### src/rtl/wave_analyzer_pkg.sv
// Shared encodings for the waveform analyzer: sample width, wave-type codes,
// FSM states, per-window delta flags and the shape classifier.
package wave_analyzer_pkg;

  localparam int SAMPLE_W = 5;

  localparam logic [1:0] WT_SQUARE = 2'd0;
  localparam logic [1:0] WT_SAW    = 2'd1;
  localparam logic [1:0] WT_TRI    = 2'd2;
  localparam logic [1:0] WT_UNK    = 2'd3;

  typedef enum logic [1:0] {
    ST_IDLE = 2'd0,
    ST_SEEK = 2'd1,
    ST_MEAS = 2'd2
  } state_t;

  typedef logic [SAMPLE_W-1:0]      sample_t;
  typedef logic signed [SAMPLE_W:0] delta_t;

  typedef struct packed {
    logic pos1;
    logic neg1;
    logic bigp;
    logic bign;
  } flags_t;

  // Rule order matters: the first matching shape wins.
  function automatic logic [1:0] classify(input flags_t f);
    if (f.bigp && f.bign && !f.pos1 && !f.neg1) return WT_SQUARE;
    if (f.pos1 && f.bign && !f.neg1 && !f.bigp) return WT_SAW;
    if (f.pos1 && f.neg1 && !f.bigp && !f.bign) return WT_TRI;
    return WT_UNK;
  endfunction

endpackage

### src/rtl/wave_window_stats.sv
// Running max/min and step-size flags for one measurement window.
// Latency: registered, 1 cycle; flags_cls already folds in the current delta.
// Backpressure: none, a sample arrives every cycle.
module wave_window_stats
  import wave_analyzer_pkg::*;
#(
  parameter int BIG_STEP = 2
) (
  input  logic    clk,
  input  logic    rst_n,
  input  logic    seed,
  input  logic    upd,
  input  sample_t wave,
  input  delta_t  delta,
  output sample_t run_max,
  output sample_t run_min,
  output flags_t  flags_cls
);

  localparam delta_t BIG_P = delta_t'(BIG_STEP);
  localparam delta_t BIG_N = -BIG_P;

  flags_t cur;
  flags_t win_flags;

  always_comb begin
    cur      = '0;
    cur.pos1 = (delta == 6'sd1);
    cur.neg1 = (delta == -6'sd1);
    cur.bigp = (delta >= BIG_P);
    cur.bign = (delta <= BIG_N);
  end

  // The closing step into the next anchor belongs to the window being closed.
  assign flags_cls = win_flags | cur;

  always_ff @(posedge clk or negedge rst_n) begin
    if (!rst_n) begin
      run_max   <= '0;
      run_min   <= '1;
      win_flags <= '0;
    end else if (seed) begin
      run_max   <= wave;
      run_min   <= wave;
      win_flags <= '0;
    end else if (upd) begin
      if (wave > run_max) run_max <= wave;
      if (wave < run_min) run_min <= wave;
      win_flags <= win_flags | cur;
    end
  end

endmodule

### src/rtl/wave_analyzer.sv
// Splits the wave stream into periods at rising-after-non-rising anchors, reports period/peak/trough and shape, and locks once stable.
// Latency: results register on the anchor edge, visible the next cycle.
// Backpressure: none, wave is sampled every cycle.
module wave_analyzer
  import wave_analyzer_pkg::*;
#(
  parameter int PW       = 8,
  parameter int LOCK_CNT = 2,
  parameter int BIG_STEP = 2
) (
  input  logic                clk,
  input  logic                rst_n,
  input  logic                clear,
  input  logic [SAMPLE_W-1:0] wave,
  output logic [1:0]          wave_type,
  output logic                locked,
  output logic [PW-1:0]       period,
  output logic [SAMPLE_W-1:0] peak,
  output logic [SAMPLE_W-1:0] trough,
  output logic                win_done
);

  localparam int          MW      = (LOCK_CNT < 1) ? 1 : $clog2(LOCK_CNT + 1);
  localparam logic [PW-1:0] CNT_MAX = '1;
  localparam logic [MW-1:0] MATCH_TOP = MW'(LOCK_CNT);

  state_t        state;
  sample_t       wave_prev;
  delta_t        prev_delta;
  delta_t        delta;
  logic [PW-1:0] cnt;
  logic [MW-1:0] match_cnt;
  logic [MW-1:0] next_match;
  logic          have_ref;
  logic [1:0]    ref_type;
  logic [PW-1:0] ref_period;
  logic          anchor;
  logic          in_window;
  logic          stats_seed;
  logic          stats_upd;
  logic [1:0]    new_type;
  sample_t       run_max;
  sample_t       run_min;
  flags_t        flags_cls;

  assign delta     = $signed({1'b0, wave}) - $signed({1'b0, wave_prev});
  assign anchor    = (delta > 6'sd0) && (prev_delta <= 6'sd0);
  assign in_window = (state == ST_MEAS);

  assign stats_seed = !clear && anchor && ((state == ST_SEEK) || in_window);
  assign stats_upd  = !clear && !anchor && in_window;
  assign new_type   = classify(flags_cls);

  // Only a known shape with an unchanged period extends the match streak.
  always_comb begin
    next_match = '0;
    if (have_ref && (new_type == ref_type) && (cnt == ref_period) && (new_type != WT_UNK))
      next_match = (match_cnt == MATCH_TOP) ? match_cnt : match_cnt + 1'b1;
  end

  wave_window_stats #(
    .BIG_STEP (BIG_STEP)
  ) u_stats (
    .clk       (clk),
    .rst_n     (rst_n),
    .seed      (stats_seed),
    .upd       (stats_upd),
    .wave      (wave),
    .delta     (delta),
    .run_max   (run_max),
    .run_min   (run_min),
    .flags_cls (flags_cls)
  );

  always_ff @(posedge clk or negedge rst_n) begin
    if (!rst_n) begin
      state      <= ST_IDLE;
      wave_prev  <= '0;
      prev_delta <= '0;
      cnt        <= '0;
      match_cnt  <= '0;
      have_ref   <= 1'b0;
      ref_type   <= WT_UNK;
      ref_period <= '0;
      wave_type  <= WT_UNK;
      locked     <= 1'b0;
      period     <= '0;
      peak       <= '0;
      trough     <= '1;
      win_done   <= 1'b0;
    end else begin
      win_done <= 1'b0;
      if (clear) begin
        state     <= ST_IDLE;
        locked    <= 1'b0;
        match_cnt <= '0;
        have_ref  <= 1'b0;
        wave_type <= WT_UNK;
      end else begin
        case (state)
          ST_IDLE: begin
            wave_prev  <= wave;
            prev_delta <= '0;
            state      <= ST_SEEK;
          end
          ST_SEEK: begin
            wave_prev  <= wave;
            prev_delta <= delta;
            if (anchor) begin
              cnt   <= PW'(1);
              state <= ST_MEAS;
            end
          end
          ST_MEAS: begin
            wave_prev  <= wave;
            prev_delta <= delta;
            if (anchor) begin
              win_done   <= 1'b1;
              period     <= cnt;
              peak       <= run_max;
              trough     <= run_min;
              wave_type  <= new_type;
              match_cnt  <= next_match;
              locked     <= (next_match == MATCH_TOP);
              have_ref   <= 1'b1;
              ref_type   <= new_type;
              ref_period <= cnt;
              cnt        <= PW'(1);
            end else if (cnt == CNT_MAX) begin
              // No anchor within a full count: report what we have and re-acquire.
              win_done  <= 1'b1;
              period    <= cnt;
              peak      <= run_max;
              trough    <= run_min;
              wave_type <= WT_UNK;
              locked    <= 1'b0;
              match_cnt <= '0;
              have_ref  <= 1'b0;
              state     <= ST_SEEK;
            end else begin
              cnt <= cnt + 1'b1;
            end
          end
          default: state <= ST_IDLE;
        endcase
      end
    end
  end

endmodule

### config.mk
export PLATFORM = sky130hd
export DESIGN_NAME = wave_analyzer
export DESIGN_NICKNAME = d
export VERILOG_FILES = /design/src/rtl/wave_analyzer_pkg.sv /design/src/rtl/wave_window_stats.sv /design/src/rtl/wave_analyzer.sv
export SDC_FILE = /design/constraint.sdc
export NUM_CORES = 1
export LEC_CHECK = 0
export ABC_AREA = 1
export CORE_MARGIN = 2
export CORE_UTILIZATION = 25
export DETAILED_ROUTE_END_ITERATION = 10
export HOLD_SLACK_MARGIN = 0.05
export PLACE_DENSITY = 0.49
export SETUP_SLACK_MARGIN = 0.2
export SYNTH_ARGS = -nofsm -noshare
export SYNTH_HDL_FRONTEND = slang
export SYNTH_SLANG_ARGS = --single-unit
### constraint.sdc
create_clock -name clk -period 6.2 [get_ports clk]
set_input_delay 1.24 -clock clk [delete_from_list [all_inputs] [get_ports clk]]
set_output_delay 1.24 -clock clk [all_outputs]
set_load 0.02 [all_outputs]
* After elaboration in Yosys (flattened, before gate mapping)
Cells that the tools add are included.
** Storage, ports and cells
- Register bits :: 70
- Bits in latches :: 0
- ROM bits :: 0
- Bits in writable memories :: 0
- Output and inout bits :: 22
- Memories kept :: 0
** Operators by class
- Bitwise logic cells :: 2
- Shift-type cells :: 0
- $lt $le $gt $ge :: 6
- $add $sub $neg :: 3
- Divide/modulo/power cells :: 0
- Multiplexer cells :: 57
- Eq/ne operators :: 15
- Reduce and logical (&&, ||, !) cells :: 44
- Multiply operators :: 0
** Operator list (number)
- $mux 5 :: 10
- $mux 2 :: 20
- $mux 8 :: 5
- $logic_and 1x1->1 :: 17
- $mux 1 :: 17
- $pmux 8 s2 :: 1
- $reduce_bool 2->1 :: 7
- $pmux 6 s2 :: 1
- $reduce_and 2->1 :: 5
- $ne 3x3->1 const B :: 3
- $reduce_and 3->1 :: 3
- $add 8x1->8 const B :: 1
- $eq 8x8->1 :: 1
- $eq 8x8->1 const B :: 1
- $mux 4 :: 2
- $eq 2x2->1 const B :: 3
- $eq 6x1->1 const B :: 1
- $eq 6x2->1 const B :: 1
- $ge 6x3->1 const B :: 1
- $gt 6x1->1 const B :: 1
- $le 6x1->1 const B :: 1
- $le 6x2->1 const B :: 1
- $logic_not 1->1 :: 6
- $pmux 2 s3 :: 1
- 16 further kinds :: 17

* Logic depth before layout (Yosys ltp)
- Word-level depth :: 22
- Depth in mapped cells :: 20
- Gate-level depth less buffers :: 20

* By module
A second synthesis with hierarchy kept.
** Unflattened totals
- Cell total of the unflattened synthesis :: 508
- Area total of the unflattened synthesis :: 4016.4 sq um
** Modules (own cells, without submodules)
- wave_analyzer :: cells an instance 391, times used 1, seq. area each 1412.6 sq um, area an instance 3131.8 sq um
- wave_window_stats :: cells an instance 117, times used 1, seq. area each 356.6 sq um, area an instance 884.6 sq um

* Least setup slack after synthesis
OpenSTA, ideal clock, no wires.
- Path type :: input to register
- Start point :: input port wave[0]
- End point :: register cnt[2]
- Buffers on the path :: 1
- Stages :: 17
- Data required time :: 6076 ps
- Arrival :: 3207 ps
- Path slack :: 2869 ps
- Library setup time :: 124 ps
- Cells stage by stage :: inv_1 ha_1 inv_1 fa_1 nand2_2 nand2_1 nand3_1 nand2_2 nand2_2 nor3_4 nor2_4 nor2_1 nor2_2 nand2_1 buf_4 nor2_2 nor3_2
** Between the ends
- Longest elaborated chain between the ends :: 5
- Elaborated cells on any way between the ends :: 8
- Those cells by class :: add/sub (1); order compare (1); eq/ne (2); mux (2); reduce/logical (2)
** RTL lines
- from (decl) :: line wave_analyzer.sv:14 : input logic [SAMPLE_W-1:0] wave,
- $sub 5x5->6 * :: line wave_analyzer.sv:46 : assign delta = $signed({1'b0, wave}) - $signed({1'b0, wave_prev});
- $gt 6x1->1 * :: line wave_analyzer.sv:47 : assign anchor = (delta > 6'sd0) && (prev_delta <= 6'sd0);
- $logic_and 1x1->1 * :: line wave_analyzer.sv:47
- $ne 3x3->1 (no source line) (tied with other cells)
- $reduce_and 4->1 (no source line) / $pmux 8 s2 (equally long branches)
- to (signal assigned) :: line wave_analyzer.sv:141 : cnt <= cnt + 1'b1;
- to (decl) :: line wave_analyzer.sv:31 : logic [PW-1:0] cnt;
Every way passes the cells marked *; elsewhere a longest branch is shown, timed or not.
A chain may end at the register's enable or synchronous reset.

* Worst setup path after layout
- Start point :: input port wave[0]
- End point :: register state[0]
** Between the ends
- Longest elaborated chain between the ends :: 5
- Elaborated cells on any way between the ends :: 6
- Those cells by class :: add/sub (1); order compare (1); eq/ne (2); reduce/logical (2)
** RTL lines
- $sub 5x5->6 * :: line wave_analyzer.sv:46
- $gt 6x1->1 * :: line wave_analyzer.sv:47
- $logic_and 1x1->1 * :: line wave_analyzer.sv:47
- $ne 3x3->1 (no source line)
- $reduce_and 3->1 (no source line) *
- to (signal assigned) :: line wave_analyzer.sv:77 : state <= ST_IDLE;
- to (signal assigned) :: line wave_analyzer.sv:94 : state <= ST_IDLE;
- to (signal assigned) :: line wave_analyzer.sv:104 : state <= ST_SEEK;
- to (decl) :: line wave_analyzer.sv:27 : state_t state;
Marks and branches as above.

==> metrics.yaml <==
pwr:
  p_per_area_nw_per_um2: 412
  comb_power_share: 0.372
  swShare: 0.374
  power.leakage_nw: 2.09
  internal_power_mw: 1.15
  power_mw: 1.84
  vdd_ir_drop_max_mv: 0.136
  p_sw_uw: 688
  clockPowerShare: 0.263
  power_frac_seq: 0.365
synthesis:
  yosys_warnings: 0
  ys_ff_latch: 70
  seq_area_frac_synth: 0.477
  synth.distinct_cells: 37
  syn_nets: 475
  synthCells: 446
  syn_area_sq_um: 3710
  syn_area_per_cell_sq_um: 8.32
cells_and_area:
  area_delta_synth_final_pct: 20.3
  n_antenna_cell: 0
  layout_common_cells: "nand2_1, inv_1, dfrtp_1, o21ai_0, nor2_1"
  finalNetCount: 508
  postLayoutCoreUtil: 0.307
  nFillCells: 1530
  layout-drive-gt1-share: 0.0992
  final_common_cell: "nand2_1"
drt:
  ant_nets: 0
  viasPerCell: 4.39
  wirelength_mm: 8.00
  maxUsedRoutingLayer: "met4"
  vias: 2935
  wl_met2_mm: 3.43
  drt_iter0_markers: 215
  wl_per_cell_microns: 12.0
  wl_met1_mm: 4.03
  route.detailed.drc: 0
  wl_met3_microns: 287
  first_pass_iters: 4
clocking:
  cts.sinks: 70
  cts_hold_buf: 0
  clock_path_buffers: 2
  numCtsBuffers: 9
  post_cts_buffers: 0
  clk_pin_slew_ns: 0.05
  cts_tree: "done"
  worstSkewPairLatency_ns: 0.33
  h-tree-depth: 3
  cts_root_buf: "clkbuf_16"
  cts-resized-gates: 0
run:
  maxCapViolCount: 0
floorplanning:
  core_sq_um: 14500
  rows: 44
  die_area_sq_um: 15800
  die_h_microns: 126
  start_util: 0.255
  fp.dieW_microns: 126
  pin_count: 30
timing:
  slew_headroom: 0.376
  setup_violations: 0
  min_period_ns: 4.13
  fmax_mhz: 242
  setup-tns-final_ns: 0
  timing.final.max_slew_violations: 0
  skew_ns: 0.00683
  tightestPinTransition_ns: 0.933
  hold_ws_ns: 0.466
  hold_violations: 0
  rsz0062_at_grt: "false"
  period_share: 0.667
critical_path:
  crit_fanout: 23
  worst_setup_path_start_kind: "primary input"
  arrival_ns: 4.38
  required_ns: 6.45
  critical_path_class: "in -> reg"
  setup.worst_path.end_class: "flip-flop"
grt:
  grt_pass1_vias: 3000
  grt_overflow_total: 0
  grt_pass1_wl_mm: 14.4
  antenna_found_initial: 0
  grt_max_degree: 71
  track_usage: 0.114
placed_design:
  port_buffers: 29
  gp_congestion: 0.884
  hpwl_mm: 5.81
status:
  status: "complete, no violations"
worst_hold_path:
  hold_path_class: "reg -> reg"
## worst max-delay path, stage by stage
cell and delay [ns]:
clkdlybuf4s50_1 0.43, inv_1 0.15, ha_1 0.17, inv_1 0.07, fa_1 0.44, nand3_1 0.15
nand3_1 0.11, nand2_2 0.11, nand2_2 0.08, nor3_4 0.20, nor2_4 0.09, inv_2 0.11
nor2_4 0.05, nand2_1 0.49, nand3_1 0.26, o21ai_0 0.23
## cell type report
type | count | area, sq um | area share
Multi-Input combinational cell | 302 | 1640 | 0.368
Clock inverter | 3 | 18.8 | 0.00421
Tap cell | 184 | 230 | 0.0516
Inverter | 66 | 248 | 0.0555
Clock buffer | 13 | 260 | 0.0583
Sequential cell | 70 | 1770 | 0.397
Timing Repair Buffer | 30 | 293 | 0.0656
## stage by stage
stage / instances / worst slack (ns) / cell area, sq um
floorplan: 446 / 2.87 / 3710
global placement: 652 / 1.81 / 4180
detailed placement: 652 / 1.74 / 4180
CTS: 668 / 2.05 / 4460
global route: 668 / 1.72 / 4460
finish: 668 / 2.07 / 4460
## worst paths after layout
path / slack [ns] / end / start / cells after the start
min in group asynchronous: 1.11 / prev_delta[1]$_DFFE_PN0P_ / rst_n / 2
worst min-delay path: 0.47 / trough[0]$_DFFE_PN1P_ / trough[0]$_DFFE_PN1P_ / 2
worst max-delay path: 2.07 / state[0]$_DFFE_PN0P_ / wave[0] / 16
worst max register to register: 3.22 / state[0]$_DFFE_PN0P_ / wave_prev[0]$_DFFE_PN0P_ / 14
worst min register to register: 0.47 / trough[0]$_DFFE_PN1P_ / trough[0]$_DFFE_PN1P_ / 2
max in group asynchronous: 4.51 / cnt[7]$_DFFE_PN0P_ / rst_n / 2
## flip-flops by register name, indices dropped and copies added, names as in the netlist, 4 cells and up
| register | cells |
|---|---|
| cnt | 8 |
| period | 8 |
| ref_period | 8 |
| prev_delta | 6 |
| peak | 5 |
| trough | 5 |
| u_stats.run_max | 5 |
| u_stats.run_min | 5 |
| wave_prev | 5 |
| u_stats.win_flags | 4 |
## kinds of logic (layout without fill, tap and decap cells)
family                   Yosys count  in the layout  share of synthesized area
XOR/XNOR                           5              5                     0.0118
adder cells (fa/ha/maj)           21             21                     0.0729
buffers and inverters             74            112                     0.0803
flip-flops                        70             70                      0.477
AND/OR/NAND/NOR                  181            181                      0.221
AO/OA/AOI/OAI                     95             95                      0.137
## synth_stat cells (all sizes together)
cell | instances | area share
o21a | 1 | 0.0020
clkbuf | 1 | 0.0010
o21ai | 53 | 0.073
buf | 7 | 0.012
o21bai | 2 | 0.0040
nand4 | 5 | 0.0084
nand2 | 108 | 0.11
dfrtp | 56 | 0.38
inv | 66 | 0.067
or2 | 1 | 0.0017
xor2 | 5 | 0.012
nor2 | 36 | 0.046
o211ai | 2 | 0.0040
a31oi | 2 | 0.0034
nand3 | 23 | 0.035
dfstp | 14 | 0.099
nor3 | 6 | 0.012
fa | 1 | 0.0054
o2bb2ai | 1 | 0.0024
a221oi | 1 | 0.0024
o22ai | 6 | 0.010
ha | 20 | 0.067
nand3b | 1 | 0.0020
a21oi | 27 | 0.036
nor4 | 1 | 0.0017
## power groups by stage
stage / clock network (mW) / registers (mW) / logic, mW
floorplan: 0 / 0.708 / 0.457
global placement: 0 / 0.678 / 0.678
detailed placement: 0 / 0.679 / 0.690
CTS: 0.499 / 0.673 / 0.693
global route: 0.517 / 0.688 / 0.790
finish: 0.483 / 0.672 / 0.683
## routing by layer
layer | GRT usage | up-vias
met5 | 0 | -
met4 | 0.0679 | 0
met3 | 0.0272 | 17
met2 | 0.172 | 52
met1 | 0.149 | 1348
li1 | - | 1518
Power figures use the tool's default switching activity.
